### src/rtl/noc_link_pkg.sv
// Shared types, default widths and helpers for router-to-router link blocks.
package noc_link_pkg;

   localparam int NOC_FLIT_WIDTH = 128;
   localparam int NOC_DEST_WIDTH = 4;

   // Sticky link error flags, reported together so one checker can watch them.
   typedef struct packed {
      logic overflow_err;
      logic credit_err;
   } link_status_t;

   // Width needed to count from 0 up to and including max(a, b).
   function automatic int clog2_max(input int a, input int b);
      int m;
      m = (a > b) ? a : b;
      return $clog2(m + 1);
   endfunction

endpackage

### src/rtl/noc_flit_fifo.sv
// Register-array flit FIFO. A push is accepted while full only if a pop happens in the same cycle.
module noc_flit_fifo
   import noc_link_pkg::*;
#(
   parameter int WIDTH     = 8,
   parameter int DEPTH     = 4,
   parameter int CNT_WIDTH = 3
) (
   input  logic                 clk,
   input  logic                 rst,
   input  logic                 push,
   input  logic [WIDTH-1:0]     wr_data,
   input  logic                 pop,
   output logic [WIDTH-1:0]     rd_data,
   output logic                 full,
   output logic                 empty,
   output logic [CNT_WIDTH-1:0] count
);

   localparam int PTR_W = (DEPTH > 1) ? $clog2(DEPTH) : 1;
   localparam logic [PTR_W-1:0]     LAST_PTR = PTR_W'(DEPTH - 1);
   localparam logic [CNT_WIDTH-1:0] FULL_CNT = CNT_WIDTH'(DEPTH);

   logic [WIDTH-1:0]     mem [DEPTH];
   logic [PTR_W-1:0]     rd_ptr;
   logic [PTR_W-1:0]     wr_ptr;
   logic [CNT_WIDTH-1:0] count_q;
   logic                 do_push;
   logic                 do_pop;

   function automatic logic [PTR_W-1:0] next_ptr(input logic [PTR_W-1:0] p);
      return (p == LAST_PTR) ? '0 : p + PTR_W'(1);
   endfunction

   assign empty   = (count_q == '0);
   assign full    = (count_q == FULL_CNT);
   assign count   = count_q;
   assign rd_data = mem[rd_ptr];

   assign do_pop  = pop && !empty;
   assign do_push = push && (!full || do_pop);

   always_ff @(posedge clk) begin
      if (do_push) begin
         mem[wr_ptr] <= wr_data;
      end
   end

   always_ff @(posedge clk) begin
      if (rst) begin
         rd_ptr  <= '0;
         wr_ptr  <= '0;
         count_q <= '0;
      end else begin
         if (do_push) begin
            wr_ptr <= next_ptr(wr_ptr);
         end
         if (do_pop) begin
            rd_ptr <= next_ptr(rd_ptr);
         end
         case ({do_push, do_pop})
            2'b10:   count_q <= count_q + CNT_WIDTH'(1);
            2'b01:   count_q <= count_q - CNT_WIDTH'(1);
            default: count_q <= count_q;
         endcase
      end
   end

endmodule

### src/rtl/noc_credit_repeater.sv
// Credit-based link repeater: buffers flits, returns one upstream credit per forwarded flit,
// and forwards downstream under its own credit counter. All outputs are registered.
module noc_credit_repeater
   import noc_link_pkg::*;
#(
   parameter int FLIT_WIDTH         = NOC_FLIT_WIDTH,
   parameter int DEST_WIDTH         = NOC_DEST_WIDTH,
   parameter int BUFFER_DEPTH       = 4,
   parameter int DOWNSTREAM_CREDITS = 4,
   parameter int CNT_WIDTH          = clog2_max(BUFFER_DEPTH, DOWNSTREAM_CREDITS)
) (
   input  logic                  clk_noc,
   input  logic                  rst_noc_sync,
   input  logic [FLIT_WIDTH-1:0] data_in,
   input  logic [DEST_WIDTH-1:0] dest_in,
   input  logic                  is_tail_in,
   input  logic                  send_in,
   output logic                  credit_out,
   output logic [FLIT_WIDTH-1:0] data_out,
   output logic [DEST_WIDTH-1:0] dest_out,
   output logic                  is_tail_out,
   output logic                  send_out,
   input  logic                  credit_in,
   output logic [CNT_WIDTH-1:0]  occupancy,
   output logic [CNT_WIDTH-1:0]  credits_avail,
   output logic                  overflow_err,
   output logic                  credit_err
);

   // Link handshake: there is no ready. send is a one-cycle valid that the receiver must
   // accept because the sender only sends while holding a credit; each credit pulse
   // returns exactly one buffer slot to the sender.

   localparam int ENTRY_W = 1 + DEST_WIDTH + FLIT_WIDTH;
   localparam logic [CNT_WIDTH-1:0] CRED_MAX = CNT_WIDTH'(DOWNSTREAM_CREDITS);

   logic [ENTRY_W-1:0]   in_entry;
   logic [ENTRY_W-1:0]   head_entry;
   logic [ENTRY_W-1:0]   out_entry;
   logic                 fifo_full;
   logic                 fifo_empty;
   logic [CNT_WIDTH-1:0] fifo_count;
   logic                 credit_ok;
   logic                 pop;
   logic                 bypass;
   logic                 fifo_pop;
   logic                 fifo_push;
   logic                 drop;
   logic [CNT_WIDTH-1:0] credits_q;
   link_status_t         status_q;

   assign in_entry  = {is_tail_in, dest_in, data_in};
   assign credit_ok = (credits_q != '0);

   assign pop       = (!fifo_empty || send_in) && credit_ok;
   assign bypass    = fifo_empty && send_in && credit_ok;
   assign fifo_pop  = pop && !fifo_empty;
   assign fifo_push = send_in && !bypass;
   // A full FIFO always has a head to pop, so a flit is lost only when credits are exhausted.
   assign drop      = send_in && fifo_full && !fifo_pop;

   assign out_entry = bypass ? in_entry : head_entry;

   noc_flit_fifo #(
      .WIDTH    (ENTRY_W),
      .DEPTH    (BUFFER_DEPTH),
      .CNT_WIDTH(CNT_WIDTH)
   ) u_fifo (
      .clk    (clk_noc),
      .rst    (rst_noc_sync),
      .push   (fifo_push),
      .wr_data(in_entry),
      .pop    (fifo_pop),
      .rd_data(head_entry),
      .full   (fifo_full),
      .empty  (fifo_empty),
      .count  (fifo_count)
   );

   always_ff @(posedge clk_noc) begin
      if (rst_noc_sync) begin
         send_out    <= 1'b0;
         credit_out  <= 1'b0;
         data_out    <= '0;
         dest_out    <= '0;
         is_tail_out <= 1'b0;
      end else begin
         send_out   <= pop;
         credit_out <= pop;
         if (pop) begin
            {is_tail_out, dest_out, data_out} <= out_entry;
         end
      end
   end

   always_ff @(posedge clk_noc) begin
      if (rst_noc_sync) begin
         credits_q <= CRED_MAX;
         status_q  <= '0;
      end else begin
         case ({pop, credit_in})
            2'b10:   credits_q <= credits_q - CNT_WIDTH'(1);
            2'b01:   credits_q <= (credits_q == CRED_MAX) ? credits_q : credits_q + CNT_WIDTH'(1);
            default: credits_q <= credits_q;
         endcase
         if (credit_in && (credits_q == CRED_MAX)) begin
            status_q.credit_err <= 1'b1;
         end
         if (drop) begin
            status_q.overflow_err <= 1'b1;
         end
      end
   end

   assign occupancy     = fifo_count;
   assign credits_avail = credits_q;
   assign overflow_err  = status_q.overflow_err;
   assign credit_err    = status_q.credit_err;

endmodule

### config.mk
export PLATFORM = sky130hd
export DESIGN_NAME = noc_credit_repeater
export DESIGN_NICKNAME = d
export VERILOG_FILES = /design/src/rtl/noc_link_pkg.sv /design/src/rtl/noc_flit_fifo.sv /design/src/rtl/noc_credit_repeater.sv
export SDC_FILE = /design/constraint.sdc
export NUM_CORES = 1
export LEC_CHECK = 0
export BUFFER_PORTS_ARGS = -buffer_cell sky130_fd_sc_hd__buf_2
export CAP_MARGIN = 20
export CORE_ASPECT_RATIO = 0.7
export CORE_UTILIZATION = 60
export DETAILED_ROUTE_END_ITERATION = 10
export PLACE_DENSITY = 0.81
export SLEW_MARGIN = 20
export SYNTH_ARGS = -nofsm -noshare
export SYNTH_HDL_FRONTEND = slang
export SYNTH_SLANG_ARGS = --single-unit
### constraint.sdc
create_clock -name clk_noc -period 8.5 [get_ports clk_noc]
set_input_delay 0 -clock clk_noc [delete_from_list [all_inputs] [get_ports clk_noc]]
set_output_delay 0 -clock clk_noc [all_outputs]
set_load 0.02 [all_outputs]
==> results.sh, run 1 <==
export IMPL_ir_drop_uv=247
export IMPL_die_y_microns=177
export IMPL_antenna_left=0
export IMPL_crit_top_cell="buf_4"
export IMPL_synth_area_leaders="edfxtp_1, mux4_2, dfxtp_1"
export IMPL_cts_resized=0
export IMPL_regArea_sq_mm=0.0189
export IMPL_start_kind="flop"
export IMPL_ys_types=44
export IMPL_fin_crit_sh=0.403
export IMPL_critPathBufInv=3
export IMPL_cts_path_max_buffers=3
export IMPL_dp_hpwl_mm=32.9
export IMPL_synth_flop_cell="edfxtp_1"
export IMPL_yosysMostFrequentCell="edfxtp_1"
export IMPL_grt_pass1_wl_mm=91.8
export IMPL_synthCells=1527
export IMPL_core_area_sq_mm=0.0428
export IMPL_grt_pass1_vias=15800
export IMPL_reg2reg_to="data_out[73]"
export IMPL_nNetsFinal=2061
export IMPL_cts_hold_buf=136
export IMPL_final_util=0.740
export IMPL_finClkSkew_ps=24.0
export IMPL_gp_congestion=0.834
export IMPL_drive_gt1_frac=0.351
export IMPL_min_delay_path_class="in2reg"
export IMPL_cp_top_family="buffers and inverters"
export IMPL_tns_ps=0
export IMPL_reg2reg_depth=7
export IMPL_fmax_mhz=292
export IMPL_dr_total_vias=15500
export IMPL_finalCriticalPeriod_ps=3430
export IMPL_remaining_drc_errors=0
export IMPL_min_from="dest_in[3]"
export IMPL_routed_wirelength_mm=60.3
export IMPL_h_tree_depth=2
export IMPL_synth_async_reset_ratio=0
export IMPL_end_kind="flop"
export IMPL_status="finished, final reports clean"
export IMPL_grt_overflow=0
export IMPL_cts_tree="done"
export IMPL_area_delta_synth_final_pct=20.4
export IMPL_antenna_found_initial=2
export IMPL_hold_depth=2
export IMPL_syn_avg_cell_area_sq_um=17.2
export IMPL_maxCapViolCount=0
export IMPL_clockRootBuffer="clkbuf_16"
export IMPL_reg2reg_from="u_fifo.count[2]"
export IMPL_synth_top_area_cell="edfxtp_1"
export IMPL_cp_cell_sequence="nor4_2 > or2_4 > buf_4 > buf_4 > buf_16 > a21oi_1 > a211oi_1"
export IMPL_ys_ff_latch=680
export IMPL_grt_max_degree=97
export IMPL_synth_area_sq_mm=0.0263
export IMPL_arrival_ps=3920
export IMPL_worstSkewPairLatency_ps=600
export IMPL_clk_pin_slew_ps=70
export IMPL_port_buffers=279
export IMPL_power_leakage_nw=11.1
export IMPL_cpPeakStageDelay_ps=770
export IMPL_numCtsBuffers=60
export IMPL_yosys_top_cells_count="edfxtp_1, dfxtp_1, nor2_1, nand2_1, mux4_2"
export IMPL_required_ps=9000
export IMPL_synth_edf_count=532
export IMPL_slew_viol_final=0
export IMPL_io_pins=280
export IMPL_nFillCells=2507
export IMPL_setup_violations=0
export IMPL_ys_warn_count=0
export IMPL_initial_core_util=0.615
export IMPL_multi_input_area_sq_mm=0.00679
export IMPL_numClockSinks=680
export IMPL_seq_area_frac_synth=0.720
export IMPL_row_count=63
export IMPL_dieArea_sq_mm=0.0447
export IMPL_drt_vias_per_instance=6.07
export IMPL_wire_per_inst_microns=23.6
export IMPL_die_w_microns=252
export IMPL_path_class="reg2reg"
export IMPL_worstMarginPinSlew_ps=1100
export IMPL_cp_slowest_cell="buf_4"
export IMPL_power_density_mw_per_mm2=345
export IMPL_relSlewSlack=0.267
export IMPL_r2r_setup_slack_ps=5070
export IMPL_track_usage=0.271
export IMPL_rsz0062_at_grt="false"
export IMPL_yosysTopAreaCellShare=0.607
export IMPL_hold_violations=0
export IMPL_syn_nets=1672
export IMPL_hold_end="u_fifo.mem[2][131]"
export IMPL_worst_path_max_fanout=60
export IMPL_firstDrtPassIters=5
export IMPL_drt_iter0_markers=1364
export IMPL_post_cts_setup_buffers=0
## through the flow
stage	area [sq um]	setup slack, ps	cells	hold WS [ps]	power (W)
6_report	31700	5070	2554	174	0.0109
5_1_grt	31700	4890	2554	161	0.0114
4_1_cts	31600	4870	2550	141	0.0109
3_5_place_dp	28000	4980	2300	234	0.00792
3_3_place_gp	28000	5190	2300	233	0.00780
2_1_floorplan	26300	3860	1527	98.9	0.00703
## worst max-delay path by stage
stage	depth (start not counted)	end	slack (ps)	start
finish	7	data_out[73]	5070	u_fifo.count[2]
global route	7	data_out[73]	4890	u_fifo.count[2]
CTS	6	data_out[73]	4870	u_fifo.count[2]
detailed placement	6	data_out[63]	4980	u_fifo.count[2]
global placement	6	data_out[100]	5190	u_fifo.count[2]
floorplan	4	u_fifo.mem[0][0]	3860	credits_avail[2]
## report_power, final
part / switching (W) / leakage (nW) / internal, W / total [W]
Clock: 0.00120 / 1.07 / 0.00176 / 0.00296
Combinational: 0.00209 / 3.99 / 0.00133 / 0.00342
Sequential: 0.000329 / 6.06 / 0.00422 / 0.00455
Total: 0.00362 / 11.1 / 0.00732 / 0.0109
## cell usage in the layout (no fill, tap or decap), drive strengths merged, types with 2 or more instances in the layout
| master | Yosys | final |
|---|---|---|
| nor2 | 146 | 146 |
| mux4 | 133 | 133 |
| inv | 7 | 9 |
| nand2 | 138 | 138 |
| clkinvlp | 0 | 5 |
| dfxtp | 148 | 148 |
| or3 | 3 | 3 |
| clkbuf | 61 | 82 |
| a211oi | 133 | 133 |
| bufinv | 0 | 11 |
| o21ai | 2 | 2 |
| ha | 6 | 6 |
| nor3 | 3 | 3 |
| dlygate4sd3 | 0 | 136 |
| nor4 | 3 | 3 |
| and2 | 4 | 4 |
| a21oi | 139 | 139 |
| edfxtp | 532 | 532 |
| fa | 2 | 2 |
| buf | 47 | 299 |
| clkinv | 0 | 14 |
| xor2 | 2 | 2 |
## sequential cells by signal, indices dropped and copies added (netlist names), named ones only
name / count
credit_err: 1
credits_avail: 3
data_out: 128
dest_out: 4
is_tail_out: 1
overflow_err: 1
send_out: 1
u_fifo.count: 3
u_fifo.mem: 532
u_fifo.rd_ptr: 2
u_fifo.wr_ptr: 2
## area by class of cell
type | instances | share of cell area
tap | 585 | 0.0231
sequential | 680 | 0.598
clock inverter | 32 | 0.0144
inverter | 7 | 0.000830
clock buffer | 82 | 0.0548
multi-input combinational | 732 | 0.214
timing repair buffer | 435 | 0.0942
antenna | 1 | 0.0000790
## logic make-up after synthesis
logic type / Yosys count / share of synthesized area
DFF: 680 / 0.720
and+or+nand+nor: 305 / 0.0464
AOI/OAI and AO/OA: 281 / 0.0904
muxes: 135 / 0.115
buffers and inverters: 115 / 0.0231
adders and majority gates: 8 / 0.00438
xor gates and xnor gates: 3 / 0.000999
## metal layers
layer | wire length, microns | track usage
met1 | 25300 | 0.387
met2 | 29300 | 0.436
met3 | 4410 | 0.0462
met4 | 1170 | 0.0730
met5 | 13 | 0
No activity file was read; power rests on OpenSTA's default activity.
==> run 2, diff against run 1 <==
CORE_UTILIZATION = 58   (was 60)
PLACE_DENSITY = 0.79   (was 0.81)
clock period = 3.2 ns   (was 8.5 ns; I/O delays follow)
==> results.sh, run 2 (synthesis results as in run 1) <==
export IMPL_mostFrequentLayoutCells="edfxtp_1, buf_2, dfxtp_1"
export IMPL_fin_crit_sh=0.860
export IMPL_final_util=0.718
export IMPL_start_kind="flop"
export IMPL_numCtsBuffers=59
export IMPL_dpl_instance_area_sq_mm=0.0285
export IMPL_final_common_cell="edfxtp_1"
export IMPL_min_delay_path_class="in2reg"
export IMPL_worstSkewPairLatency_ps=590
export IMPL_drive_gt1_frac=0.346
export IMPL_antenna_found_initial=5
export IMPL_row_count=64
export IMPL_h_tree_depth=2
export IMPL_path_class="reg2reg"
export IMPL_grt_pass1_wl_mm=93.4
export IMPL_power_density_mw_per_mm2=896
export IMPL_worst_path_max_fanout=41
export IMPL_core_area_sq_mm=0.0442
export IMPL_initial_core_util=0.595
export IMPL_relSlewSlack=0.304
export IMPL_top_register="u_fifo.mem"
export IMPL_clk_pin_slew_ps=70
export IMPL_slew_viol_final=0
export IMPL_drt_iter0_markers=1349
export IMPL_setup_violations=0
export IMPL_grt_met2_usage=0.433
export IMPL_firstDrtPassIters=5
export IMPL_dp_hpwl_mm=33.7
export IMPL_finalCriticalPeriod_ps=2750
export IMPL_grt_overflow=0
export IMPL_largest_register_ffs=532
export IMPL_hold_violations=0
export IMPL_grt_use_met1=0.360
export IMPL_wire_per_inst_microns=23.4
export IMPL_track_usage=0.263
export IMPL_top_usage_layer="met2"
export IMPL_dpl_cell_count=2327
export IMPL_remaining_drc_errors=0
export IMPL_grt_pass1_vias=16200
export IMPL_nNetsFinal=2075
export IMPL_dr_total_vias=15600
export IMPL_finClkSkew_ps=18.3
export IMPL_power_leakage_nw=11.1
export IMPL_die_y_microns=180
export IMPL_grtUsageMet3=0.0449
export IMPL_routed_wirelength_mm=60.4
export IMPL_gp_congestion=0.795
export IMPL_status="finished, final reports clean"
export IMPL_clockRootBuffer="clkbuf_16"
export IMPL_design_area_sq_mm=0.0317
export IMPL_numClockSinks=680
export IMPL_arrival_ps=3230
export IMPL_area_delta_synth_final_pct=20.7
export IMPL_ir_drop_uv=584
export IMPL_drt_vias_per_instance=6.03
export IMPL_cts_tree="done"
export IMPL_top_regs="u_fifo.mem: 532 flops, data_out: 128 flops, dest_out: 4 flops"
export IMPL_holdWs_ps=189
export IMPL_grt_max_degree=90
export IMPL_fmax_mhz=363
export IMPL_post_cts_setup_buffers=0
export IMPL_die_w_microns=257
export IMPL_port_buffers=279
export IMPL_finalNonFillerCells=2578
export IMPL_io_pins=280
export IMPL_required_ps=3680
export IMPL_end_kind="flop"
export IMPL_rsz0062_at_grt="false"
export IMPL_antenna_left=0
export IMPL_worstMarginPinSlew_ps=1040
export IMPL_maxCapViolCount=0
export IMPL_tns_ps=0
export IMPL_dieArea_sq_mm=0.0462
export IMPL_cts_path_max_buffers=3
[run 2: cell types whose count changed in the layout (fill, tap and decap cells not counted), moves of 5 or more]
| cell | previous run | this run |
|---|---|---|
| buf_12 | 2 | 24 |
| clkbuf_8 | 13 | 6 |
| buf_4 | 15 | 10 |
| bufinv_16 | 11 | 4 |
| clkinv_1 | 2 | 7 |
| clkbuf_1 | 8 | 20 |
[run 2: worst paths after layout]
kind                         from                  to  slack [ps]  cells after the start
setup / recovery  u_fifo.count[2]        data_out[56]         450                      6
hold / removal       data_in[123]  u_fifo.mem[3][123]         190                      2
setup reg to reg  u_fifo.count[2]        data_out[56]         450                      6
hold reg to reg        credit_err          credit_err         500                      2
[run 2: layout make-up]
class                      instances  area (sq um)
antenna                            5          12.5
clock buffer                      87          1680
clock inverter                    23           216
fill                            2696         12500
inverter                           7          26.3
multi-input combinational        732          6790
sequential                       680         18900
tap                              594           743
timing repair buffer             450          3330
[run 2: worst max-delay path, stage by stage (launching register included)]
cell	delay, ps
dfxtp_1	400
nor4_2	570
or2_4	230
buf_4	590
buf_4	460
a21oi_1	80
a211oi_1	270
[run 2: per-stage QoR]
step	power [W]	setup slack [ps]
2_1_floorplan	0.0186	43.8
3_3_place_gp	0.0210	670
3_5_place_dp	0.0214	526
4_1_cts	0.0285	483
5_1_grt	0.0297	309
6_report	0.0284	448
[run 2: power breakdown]
part	internal (W)	switching, W	total (W)
registers	0.0112	0.000769	0.0120
clock network	0.00396	0.00304	0.00699
logic	0.00375	0.00573	0.00947
total	0.0189	0.00953	0.0284
[run 2: routing by layer]
metal,up-vias,share of wire
met3,120,0.071
met1,7977,0.40
li1,6775,-
met2,682,0.50
met5,-,0
met4,0,0.028
[run 2: what timing repair did]
| action | CTS | global route |
|---|---|---|
| endpoints found under the hold margin | 672 | 0 |
| hold buffers | 136 | 0 |
| gates resized for setup | 0 | 0 |
